### src/rtl/led_strobe_gen.sv
// led_strobe_gen: strobe/flash LED pattern engine.
// Drives two LED groups (A = upper half, B = lower half) through OFF, ALT,
// ALL and BURST patterns. Each step lasts a configurable number of ticks.
// Mode, period and burst count are sampled only when a pattern cycle starts,
// so a pattern cycle always completes with the configuration it began with.
module led_strobe_gen #(
    parameter int N_LED   = 8,
    parameter int CNT_W   = 10,
    parameter int BURST_W = 3
) (
    input  logic               clk,
    input  logic               rst_n,
    input  logic               en,
    input  logic [1:0]         mode,
    input  logic [CNT_W-1:0]   period,
    input  logic [BURST_W-1:0] burst_n,
    input  logic [N_LED-1:0]   led_select,
    output logic [N_LED-1:0]   led_out,
    output logic               busy,
    output logic               grp_b
);

    localparam int HALF = N_LED / 2;

    localparam logic [N_LED-1:0]   PAT_A   = {{HALF{1'b1}}, {HALF{1'b0}}};
    localparam logic [N_LED-1:0]   PAT_B   = {{HALF{1'b0}}, {HALF{1'b1}}};
    localparam logic [CNT_W-1:0]   CNT_ONE = CNT_W'(1);
    localparam logic [BURST_W-1:0] BN_ONE  = BURST_W'(1);

    typedef enum logic [2:0] {
        S_IDLE,
        S_A_ON,
        S_A_OFF,
        S_B_ON,
        S_B_OFF
    } state_e;

    typedef enum logic [1:0] {
        M_OFF,
        M_ALT,
        M_ALL,
        M_BURST
    } mode_e;

    // FSM state, step/burst counters and latched configuration
    state_e             state_q, state_d;
    logic [CNT_W-1:0]   cnt_q,   cnt_d;
    logic [BURST_W-1:0] bcnt_q,  bcnt_d;
    mode_e              mode_q,  mode_d;
    logic [CNT_W-1:0]   per_q,   per_d;
    logic [BURST_W-1:0] bn_q,    bn_d;

    // Registered outputs
    logic [N_LED-1:0]   led_q,   led_d;
    logic               busy_q,  busy_d;
    logic               grpb_q,  grpb_d;

    // Zero-substituted configuration inputs and step/burst end detection
    logic [CNT_W-1:0]   per_fix;
    logic [BURST_W-1:0] bn_fix;
    logic               step_last;
    logic               burst_last;
    logic               boundary;

    assign per_fix    = (period  == '0) ? CNT_ONE : period;
    assign bn_fix     = (burst_n == '0) ? BN_ONE  : burst_n;
    assign step_last  = (cnt_q  == (per_q - CNT_ONE));
    assign burst_last = (bcnt_q == (bn_q  - BN_ONE));

    // State register: FSM state, counters and latched configuration
    always_ff @(posedge clk or negedge rst_n) begin
        if (!rst_n) begin
            state_q <= S_IDLE;
            cnt_q   <= '0;
            bcnt_q  <= '0;
            mode_q  <= M_OFF;
            per_q   <= '0;
            bn_q    <= '0;
        end else begin
            state_q <= state_d;
            cnt_q   <= cnt_d;
            bcnt_q  <= bcnt_d;
            mode_q  <= mode_d;
            per_q   <= per_d;
            bn_q    <= bn_d;
        end
    end

    // Next-state logic: step timing, pattern sequencing and config latching.
    // Every path that ends a pattern cycle (IDLE exit included) raises
    // boundary; the shared block at the bottom then re-latches the config
    // and picks IDLE or A_ON from the freshly sampled mode.
    always_comb begin
        state_d  = state_q;
        cnt_d    = cnt_q;
        bcnt_d   = bcnt_q;
        mode_d   = mode_q;
        per_d    = per_q;
        bn_d     = bn_q;
        boundary = 1'b0;

        if (!en) begin
            state_d = S_IDLE;
            cnt_d   = '0;
            bcnt_d  = '0;
        end else if (state_q == S_IDLE) begin
            if (mode != 2'd0) begin
                boundary = 1'b1;
            end
        end else if (!step_last) begin
            cnt_d = cnt_q + CNT_ONE;
        end else begin
            cnt_d = '0;
            unique case (state_q)
                S_A_ON: begin
                    state_d = (mode_q == M_ALT) ? S_B_ON : S_A_OFF;
                end
                S_A_OFF: begin
                    if (mode_q == M_BURST) begin
                        if (burst_last) begin
                            state_d = S_B_ON;
                            bcnt_d  = '0;
                        end else begin
                            state_d = S_A_ON;
                            bcnt_d  = bcnt_q + BN_ONE;
                        end
                    end else begin
                        boundary = 1'b1;
                    end
                end
                S_B_ON: begin
                    if (mode_q == M_BURST) begin
                        state_d = S_B_OFF;
                    end else begin
                        boundary = 1'b1;
                    end
                end
                S_B_OFF: begin
                    if (burst_last) begin
                        boundary = 1'b1;
                    end else begin
                        state_d = S_B_ON;
                        bcnt_d  = bcnt_q + BN_ONE;
                    end
                end
                default: begin
                    state_d = S_IDLE;
                end
            endcase
        end

        if (boundary) begin
            mode_d  = mode_e'(mode);
            per_d   = per_fix;
            bn_d    = bn_fix;
            cnt_d   = '0;
            bcnt_d  = '0;
            state_d = (mode == 2'd0) ? S_IDLE : S_A_ON;
        end
    end

    // Output decode from the upcoming state so outputs change on the same edge
    always_comb begin
        led_d  = '0;
        busy_d = (state_d != S_IDLE);
        grpb_d = (state_d == S_B_ON) || (state_d == S_B_OFF);
        unique case (state_d)
            S_A_ON:  led_d = ((mode_d == M_ALL) ? {N_LED{1'b1}} : PAT_A) & led_select;
            S_B_ON:  led_d = PAT_B & led_select;
            default: led_d = '0;
        endcase
    end

    // Output register
    always_ff @(posedge clk or negedge rst_n) begin
        if (!rst_n) begin
            led_q  <= '0;
            busy_q <= 1'b0;
            grpb_q <= 1'b0;
        end else begin
            led_q  <= led_d;
            busy_q <= busy_d;
            grpb_q <= grpb_d;
        end
    end

    assign led_out = led_q;
    assign busy    = busy_q;
    assign grp_b   = grpb_q;

endmodule

### config.mk
export PLATFORM = sky130hd
export DESIGN_NAME = led_strobe_gen
export DESIGN_NICKNAME = d
export VERILOG_FILES = /design/src/rtl/led_strobe_gen.sv
export SDC_FILE = /design/constraint.sdc
export NUM_CORES = 1
export LEC_CHECK = 0
export BUFFER_PORTS_ARGS = -buffer_cell sky130_fd_sc_hd__buf_4
export CAP_MARGIN = 5
export CELL_PAD_IN_SITES_DETAIL_PLACEMENT = 1
export CELL_PAD_IN_SITES_GLOBAL_PLACEMENT = 1
export CORE_UTILIZATION = 44
export CTS_BUF_LIST = sky130_fd_sc_hd__clkbuf_4 sky130_fd_sc_hd__clkbuf_8 sky130_fd_sc_hd__clkbuf_16
export DETAILED_ROUTE_END_ITERATION = 7
export GPL_ROUTABILITY_DRIVEN = 0
export GPL_TIMING_DRIVEN = 0
export PLACE_DENSITY_LB_ADDON = 0.1
export SYNTH_ARGS = -nofsm -noshare
export SYNTH_HDL_FRONTEND = slang
export SYNTH_SLANG_ARGS = --single-unit
### constraint.sdc
create_clock -name clk -period 3.87 [get_ports clk]
set_input_delay 0.1935 -clock clk [delete_from_list [all_inputs] [get_ports clk]]
set_output_delay 0.1935 -clock clk [all_outputs]
set_load 0.1 [all_outputs]
# After elaboration in Yosys (flattened, before gate mapping)
# Index checks and enable logic that the tools add are counted.
# Widths: inputs -> output; s select.
[op_classes]
n_addsub = 4
n_eq_ne = 17
mux = 35
bitwise = 1
reduce_logical = 9
[ops]
columns = ["op", "count"]
rows = [
  ["$mux 10", 5],
  ["$mux 3", 15],
  ["$pmux 8 s2", 1],
  ["$pmux 3 s4", 1],
  ["$add 10x1->10 const B", 1],
  ["$eq 10x10->1", 1],
  ["$logic_not 10->1", 1],
  ["$sub 10x1->10 const B", 1],
  ["$eq 3x2->1 const B", 3],
  ["$and 8x8->8", 1],
  ["$mux 1", 8],
  ["$ne 4x4->1 const B", 2],
  ["$eq 3x1->1 const B", 2],
  ["$eq 3x3->1 const B", 2],
  ["$logic_not 3->1", 2],
  ["$pmux 3 s2", 1],
  ["$reduce_and 5->1", 1],
  ["$eq 2x2->1 const B", 2],
  ["$mux 2", 2],
  ["$mux 4", 1],
  ["$ne 4x1->1 const B", 1],
  ["$add 3x1->3 const B", 1],
  ["$eq 3x3->1", 1],
  ["$ne 3x1->1 const B", 1],
  ["9 further kinds", 9],
]
[totals]
reg_bits = 41
inputBits = 26
elab_cells = 75

# Logic depth before layout (Yosys ltp)
# Gate-level depths: netlist of run 1.
[depth]
depth_word = 12
mapped_depth = 11

# Least setup slack after synthesis of run 1
# No wires, ideal clock.
[synth_timing]
path_type = "reg-to-reg"
start = "register per_q[2]"
end = "register per_q[0]"
setup_time_ns = 0.129
t_arrival_ns = 2.578
required_ns = 3.741
path_slack_ns = 1.163
stages_incl_launch_ff = 11
path_buffers = 2
synth_period_minus_slack_ns = 2.707
path_cell_list = "dfrtp_1 -> buf_6 -> or4_4 -> a2111oi_4 -> nor3b_1 -> nand3b_4 -> o31ai_4 -> nand2_4 -> buf_4 -> a311oi_1 -> a21oi_1"
[synth_via]
elab_chain_len = 5
[synth_lines]
columns = ["item", "line_no", "source"]
rows = [
  ["start: declaration", "50", "logic [CNT_W-1:0] per_q, per_d;"],
  ["start signal: assignment", "84", "per_q <= per_d;"],
  ["$sub 10x1->10", "67", "assign step_last = (cnt_q == (per_q - CNT_ONE));"],
  ["$eq 10x10->1", "67", ""],
  ["$mux 1", "110", "end else if (!step_last) begin"],
  ["$mux 1", "106", "end else if (state_q == S_IDLE) begin"],
  ["$mux 1", "102", "if (!en) begin"],
]
# No other way between the ends.
# A chain may end at the register's enable or synchronous reset.

# Worst setup path after layout of run 1
[layout_timing]
start = "register bn_q[0]"
end = "register per_q[0]"
[layout_via]
elab_chain_len = 7
[layout_lines]
columns = ["item", "line_no", "source"]
rows = [
  ["start: declaration", "51", "logic [BURST_W-1:0] bn_q, bn_d;"],
  ["start signal: assignment", "85", "bn_q <= bn_d;"],
  ["$sub 3x1->3", "68", "assign burst_last = (bcnt_q == (bn_q - BN_ONE));"],
  ["$eq 3x3->1", "68", ""],
  ["$mux 1", "139", "if (burst_last) begin"],
  ["$pmux 1 s2", "114", "unique case (state_q)"],
  ["$mux 1", "110", ""],
  ["$mux 1", "106", ""],
  ["$mux 1", "102", ""],
]
# No other way between the ends.

==> results of run 1 <==
==> power breakdown <==
part | switching, uW | internal, uW | leakage (uW)
registers | 44.3 | 470 | 0.000528
clock network | 155 | 218 | 0.0000619
logic | 203 | 135 | 0.000744
==> critical path: stages, from the launching register on <==
cell	delay, ns
dfrtp_1	0.39
inv_1	0.08
ha_1	0.15
xor3_1	0.21
nor3_1	0.78
a31oi_1	0.31
o31ai_4	0.43
nand2_4	0.15
buf_4	0.22
a311oi_1	0.28
a21oi_1	0.07
==> path summary, 6_finish.rpt <==
| kind | cells after the start | startpoint | to |
|---|---|---|---|
| hold reg to reg | 1 | bn_q[1] | bn_q[1] |
| hold / removal | 3 | led_select[0] | led_out[0] |
| max in group asynchronous | 2 | rst_n | bn_q[2] |
| setup / recovery | 10 | bn_q[0] | per_q[0] |
| setup reg to reg | 10 | bn_q[0] | per_q[0] |
| min in group asynchronous | 2 | rst_n | cnt_q[2] |
==> area by class of cell <==
type                            instances  area, um2  area share (%)
Timing Repair Buffer                   35        265            8.79
Multi-Input combinational cell        201       1410            46.6
Inverter                               15       56.3            1.87
Buffer                                  9       53.8            1.78
Clock buffer                            7       90.1            2.99
Tap cell                               72       90.1            2.99
Sequential cell                        41       1030            34.0
Clock inverter                          1       30.0           0.995
==> cell usage after synthesis, types with 2 or more instances <==
cell        n
nand4b_1    2
nand3_1     6
o21a_1      2
nor3_1     18
nor3b_1     2
xnor2_1     8
nor2b_1     4
and2_1      3
or3_1       3
dfrtp_1    41
mux2_2     15
or2_2       2
mux2i_1     4
a21oi_1    10
ha_1        4
xor2_1      7
nor4bb_1    2
o21ai_0    22
nand2b_1    3
nand3b_1    3
o31ai_1     3
o22ai_1     2
a2111oi_4   2
buf_6       2
a31oi_1     3
nor4_1      2
and3_1      4
inv_1      15
clkbuf_1    5
nand2_1    19
nor2_1     24
==> registers in the layout (all words and copies together) (netlist names) <==
name / flops
state_q: 3
bn_q: 3
cnt_q: 10
led_out: 8
per_q: 10
grp_b: 1
bcnt_q: 3
mode_q: 2
busy: 1
==> layer usage <==
metal / track usage [%] / vias up
li1: - / 1027
met1: 28.2 / 1048
met2: 40.3 / 26
met3: 2.79 / 9
met4: 7.22 / 0
met5: 0 / -
==> logic make-up after synthesis <==
group	count (synthesis)	share of synthesized area (%)
multiplexers	20	8.81
adder cells (fa/ha/maj)	4	1.97
flip-flops	41	40.4
buffers and inverters	24	4.33
AND/OR/NAND/NOR	107	23.6
AO/OA/AOI/OAI	54	14.9
XOR/XNOR	16	6.10
==> through the flow <==
step / instances / hold slack, ns / utilization (%) / total power [uW]
2_1_floorplan: 266 / -0.102 / - / 763
3_3_place_gp: 372 / 0.217 / 52.1 / 852
3_5_place_dp: 372 / 0.218 / 52.1 / 864
4_1_cts: 381 / 0.117 / 54.5 / 1240
5_1_grt: 381 / 0.131 / 54.5 / 1290
6_report: 381 / 0.119 / 54.5 / 1220
==> impl_metrics.tcl, run 1 <==
set metrics [dict create \
    outcome "completed" \
    io_buffers 34 \
    cts_sinks 41 \
    async_flop_share_pct 100 \
    fin_skew_ns 0.0102 \
    cts_setup_buffers 0 \
    hold_class "in -> reg" \
    wl_met3_um 110 \
    synthDistinctLibCells 55 \
    drv_slew 0 \
    n_fill_cell 652 \
    rrSetupSlack_ns 0.69 \
    area_growth_pct 18.7 \
    via_per_inst 5.54 \
    cp-end-kind "flop" \
    gr-total-overflow 0 \
    final.period_utilization_pct 82.1 \
    antenna_found_initial 0 \
    cp.required_ns 4.05 \
    synth_edf_count 0 \
    clk_path_buf_depth 2 \
    period_needed_ns 3.18 \
    postLayoutCellArea_um2 3020 \
    nets 338 \
    start_util_pct 45.9 \
    path_class "reg -> reg" \
    route.antenna.remaining_nets 0 \
    final_cell_mix "dfrtp_1, buf_4, nor2_1" \
    hold_violations 0 \
    grtUsageTotal_pct 22.5 \
    top_layer "met4" \
    ctsHoldBuffers 1 \
    setup_violations 0 \
    drt_wl_total_um 6160 \
    cts_tree "yes" \
    grt_pass1_wl_um 10700 \
    slew_headroom_pct 35.0 \
    final_common_cell "dfrtp_1" \
    crit_fanout 10 \
    worstPathArrival_ns 3.36 \
    placed_area_um2 2890 \
    total_leakage_power_uw 0.00133 \
    syn_inst 266 \
    ios 36 \
    maxCapViolCount 0 \
    path_clk_slew_ns 0.08 \
    syn-num-nets 296 \
    setup.worst_path.start_class "flop" \
    cts_buffers 5 \
    num_rows 27 \
    yosysTopAreaCellShare_pct 40.4 \
    die_height_um 78.0 \
    post-route-drc-count 0 \
    cts_root_buf "clkbuf_8" \
    place_ws_ns 0.645 \
    grt_pass1_vias 2250 \
    grt_max_degree 42 \
    avgRoutedWirePerCell_um 16.2 \
    drive_gt1_share_pct 23.9 \
    n_antenna_cell 0 \
    initialDrtViolationCount 56 \
    fin_setup_tns_ns 0 \
    die_area_um2 6090 \
    die_w_um 78.0 \
    syn_area_per_cell_um2 9.56 \
    yosys-top-cells-area "dfrtp_1, mux2_2, o21ai_0" \
    yosysSeqAreaShare_pct 40.4 \
    finalWorstSetupSlack_ns 0.691 \
    clock_latency_ns 0.30 \
    yosysTopAreaCell "dfrtp_1" \
    coreArea_um2 5540 \
    max_freq_mhz 315 \
    vias 2110 \
    synth_ff_type "dfrtp_1" \
    p_per_area_nw_per_um2 406 \
    drtPass1Iterations 4 \
    synth_warnings 0 \
    rsz0062_at_grt "no" \
    cts.htree.levels 2 \
    cts_resized 0 \
    dr_wl_met2_um 3220 \
    synth_seq_cells 41 \
    dp_hpwl_um 4640 \
    tightest_slew_ns 0.967 \
    wl_met1_um 2730 \
    vdd_ir_drop_max_mv 0.207 \
    syn_area_um2 2540 \
]
Power figures use the tool's default switching activity.
==> run 2, diff against run 1 <==
ABC_AREA = 1   (was not set)
CORE_UTILIZATION = 42   (was 44)
clock period = 3.1 ns   (was 3.87 ns; I/O delays follow)
==> run 2 against run 1 <==
Net effect: synthesized area is 1.7% higher; critical path depth is 6 higher; maximum frequency is 25% higher; register-to-register slack worse by 0.13 ns; utilization is 2.8 points lower; critical path type unchanged; combinational power is 42% higher; first-iteration DRC count is 5.4% lower; sequential power is 23% higher; sequential cell count stayed put; largest power group unchanged; setup slack worse by 0.13 ns; global-route usage is 0.59 points lower; die area is 6.4% higher.
==> impl_metrics.tcl, run 2 <==
set metrics [dict create \
    drv_slew 0 \
    start_util_pct 43.7 \
    syn-num-nets 376 \
    cp.required_ns 3.34 \
    synth_warnings 0 \
    initialDrtViolationCount 53 \
    switching_power_uw 554 \
    yosysTopAreaCell "dfrtp_1" \
    worstPathArrival_ns 2.78 \
    slew_headroom_pct 64.4 \
    max_freq_mhz 393 \
    area_growth_pct 18.2 \
    vias 2330 \
    syn_area_um2 2590 \
    clock_latency_ns 0.30 \
    postLayoutCellArea_um2 3060 \
    rr_worst_depth 16 \
    drtPass1Iterations 4 \
    ctsHoldBuffers 1 \
    final_cell_mix "nand2_1, inv_1, dfrtp_1" \
    holdWs_ns 0.0796 \
    cp-end-kind "flop" \
    gr-total-overflow 0 \
    syn_inst 346 \
    async_flop_share_pct 100 \
    dp_hpwl_um 5000 \
    setup.worst_path.start_class "flop" \
    tightest_slew_ns 0.534 \
    yosysSeqAreaShare_pct 39.7 \
    grt_max_degree 42 \
    post-route-drc-count 0 \
    synth_common_cells "nand2_1, inv_1, dfrtp_1" \
    grt_pass1_wl_um 10700 \
    place_ws_ns 0.546 \
    outcome "completed" \
    synthDistinctLibCells 32 \
    cts_tree "yes" \
    cts_root_buf "clkbuf_8" \
    p_per_area_nw_per_um2 502 \
    total_leakage_power_uw 0.00160 \
    placed_area_um2 2940 \
    via_per_inst 5.02 \
    final_common_cell "nand2_1" \
    coreArea_um2 5920 \
    cts_setup_buffers 0 \
    n_antenna_cell 0 \
    hold_class "in -> reg" \
    route.antenna.remaining_nets 0 \
    setup_violations 0 \
    cts.htree.levels 2 \
    hold_violations 0 \
    synth_edf_count 0 \
    drt_wl_total_um 6280 \
    utilization_pct 51.6 \
    clock_power_share_pct 27.6 \
    hold_depth 3 \
    drive_gt1_share_pct 18.8 \
    cts_buffers 5 \
    cts_sinks 41 \
    die_height_um 80.5 \
    crit_fanout 7 \
    finalWorstSetupSlack_ns 0.558 \
    cts_resized 0 \
    ios 36 \
    clk_path_buf_depth 2 \
    avgRoutedWirePerCell_um 13.5 \
    grt_pass1_vias 2441 \
    power_frac_comb_pct 31.2 \
    antenna_found_initial 0 \
    num_rows 28 \
    fin_setup_tns_ns 0 \
    maxCapViolCount 0 \
    die_area_um2 6480 \
    path_class "reg -> reg" \
    syn_area_per_cell_um2 7.47 \
    yosysTopAreaCellShare_pct 39.7 \
    seqPwrFrac_pct 41.3 \
    fin_skew_ns 0.00336 \
    sw_frac_of_total_pct 36.1 \
    final.period_utilization_pct 82.0 \
    synth_ff_type "dfrtp_1" \
    vdd_ir_drop_max_mv 0.289 \
    synth_seq_cells 41 \
    nets 419 \
    io_buffers 35 \
    die_w_um 80.5 \
    intPower_uw 981 \
    path_clk_slew_ns 0.08 \
    synth.most_common_cell "nand2_1" \
    grtUsageTotal_pct 21.9 \
    rsz0062_at_grt "no" \
    period_needed_ns 2.54 \
    yosys-top-cells-area "dfrtp_1, nand2_1, inv_1" \
]
==> run 2: cell count changes after synthesis, moves of 6 or more <==
cell / previous run / this run
nand4_1: 1 / 7
inv_1: 15 / 56
nor2_4: 0 / 6
nor2_2: 1 / 7
nand2_1: 19 / 87
nor3_1: 18 / 3
nand3_1: 6 / 25
mux2_2: 15 / 0
==> run 2: stage by stage <==
| stage | instances | total power, uW |
|---|---|---|
| 4_1_cts | 464 | 1550 |
| 6_report | 464 | 1530 |
| 2_1_floorplan | 346 | 990 |
| 5_1_grt | 464 | 1630 |
| 3_3_place_gp | 456 | 1110 |
| 3_5_place_dp | 456 | 1130 |
==> run 2: cells by family after synthesis <==
group	synth area share [%]
buf+inv	9.68
compound gates	8.56
fa+ha+maj	1.94
xor+xnor	6.10
simple gates	34.1
flops	39.7
==> run 2: area by class of cell <==
class | count | area [um2]
fill | 751 | 2860
multi-input combinational | 241 | 1310
sequential | 41 | 1030
timing repair buffer | 36 | 273
inverter | 60 | 225
tap | 75 | 93.8
clock buffer | 5 | 68.8
clock inverter | 2 | 35.0
buffer | 4 | 25.0
==> run 2: final timing paths <==
kind | from | to | slack [ns]
max | per_q[0] | led_out[1] | 0.56
min | period[1] | per_q[1] | 0.08
max reg2reg | per_q[0] | led_out[1] | 0.56
min reg2reg | bn_q[1] | bn_q[1] | 0.51
max in group asynchronous | rst_n | cnt_q[1] | 2.34
min in group asynchronous | rst_n | bcnt_q[2] | 0.40
==> run 2: worst max-delay path, stage by stage, from the launching register on <==
cell,delay (ns)
dfrtp_1,0.40
inv_1,0.11
ha_1,0.28
nand2_1,0.08
nor2_1,0.16
nand2_1,0.11
nand3_1,0.12
nand2_1,0.07
nor2_2,0.23
nand3_4,0.16
nand2_1,0.09
o21ai_1,0.10
inv_1,0.07
nand2_1,0.10
nor2_2,0.21
nand3_1,0.10
nand2_1,0.09
==> run 2: power by group through the flow <==
stage	Clock, uW	Combinational (uW)	Sequential (uW)
floorplan	0	308	682
global placement	0	469	642
detailed placement	0	482	643
CTS	430	486	634
global route	452	541	641
finish	423	479	633
==> run 2: metal layers <==
layer  part of all wire [%]  wire (um)  GRT usage, %
met3                    1.8        116          4.66
met2                     54       3370          41.2
met5                      0          0             0
met1                     43       2710          24.4
met4                    1.3         79          6.61
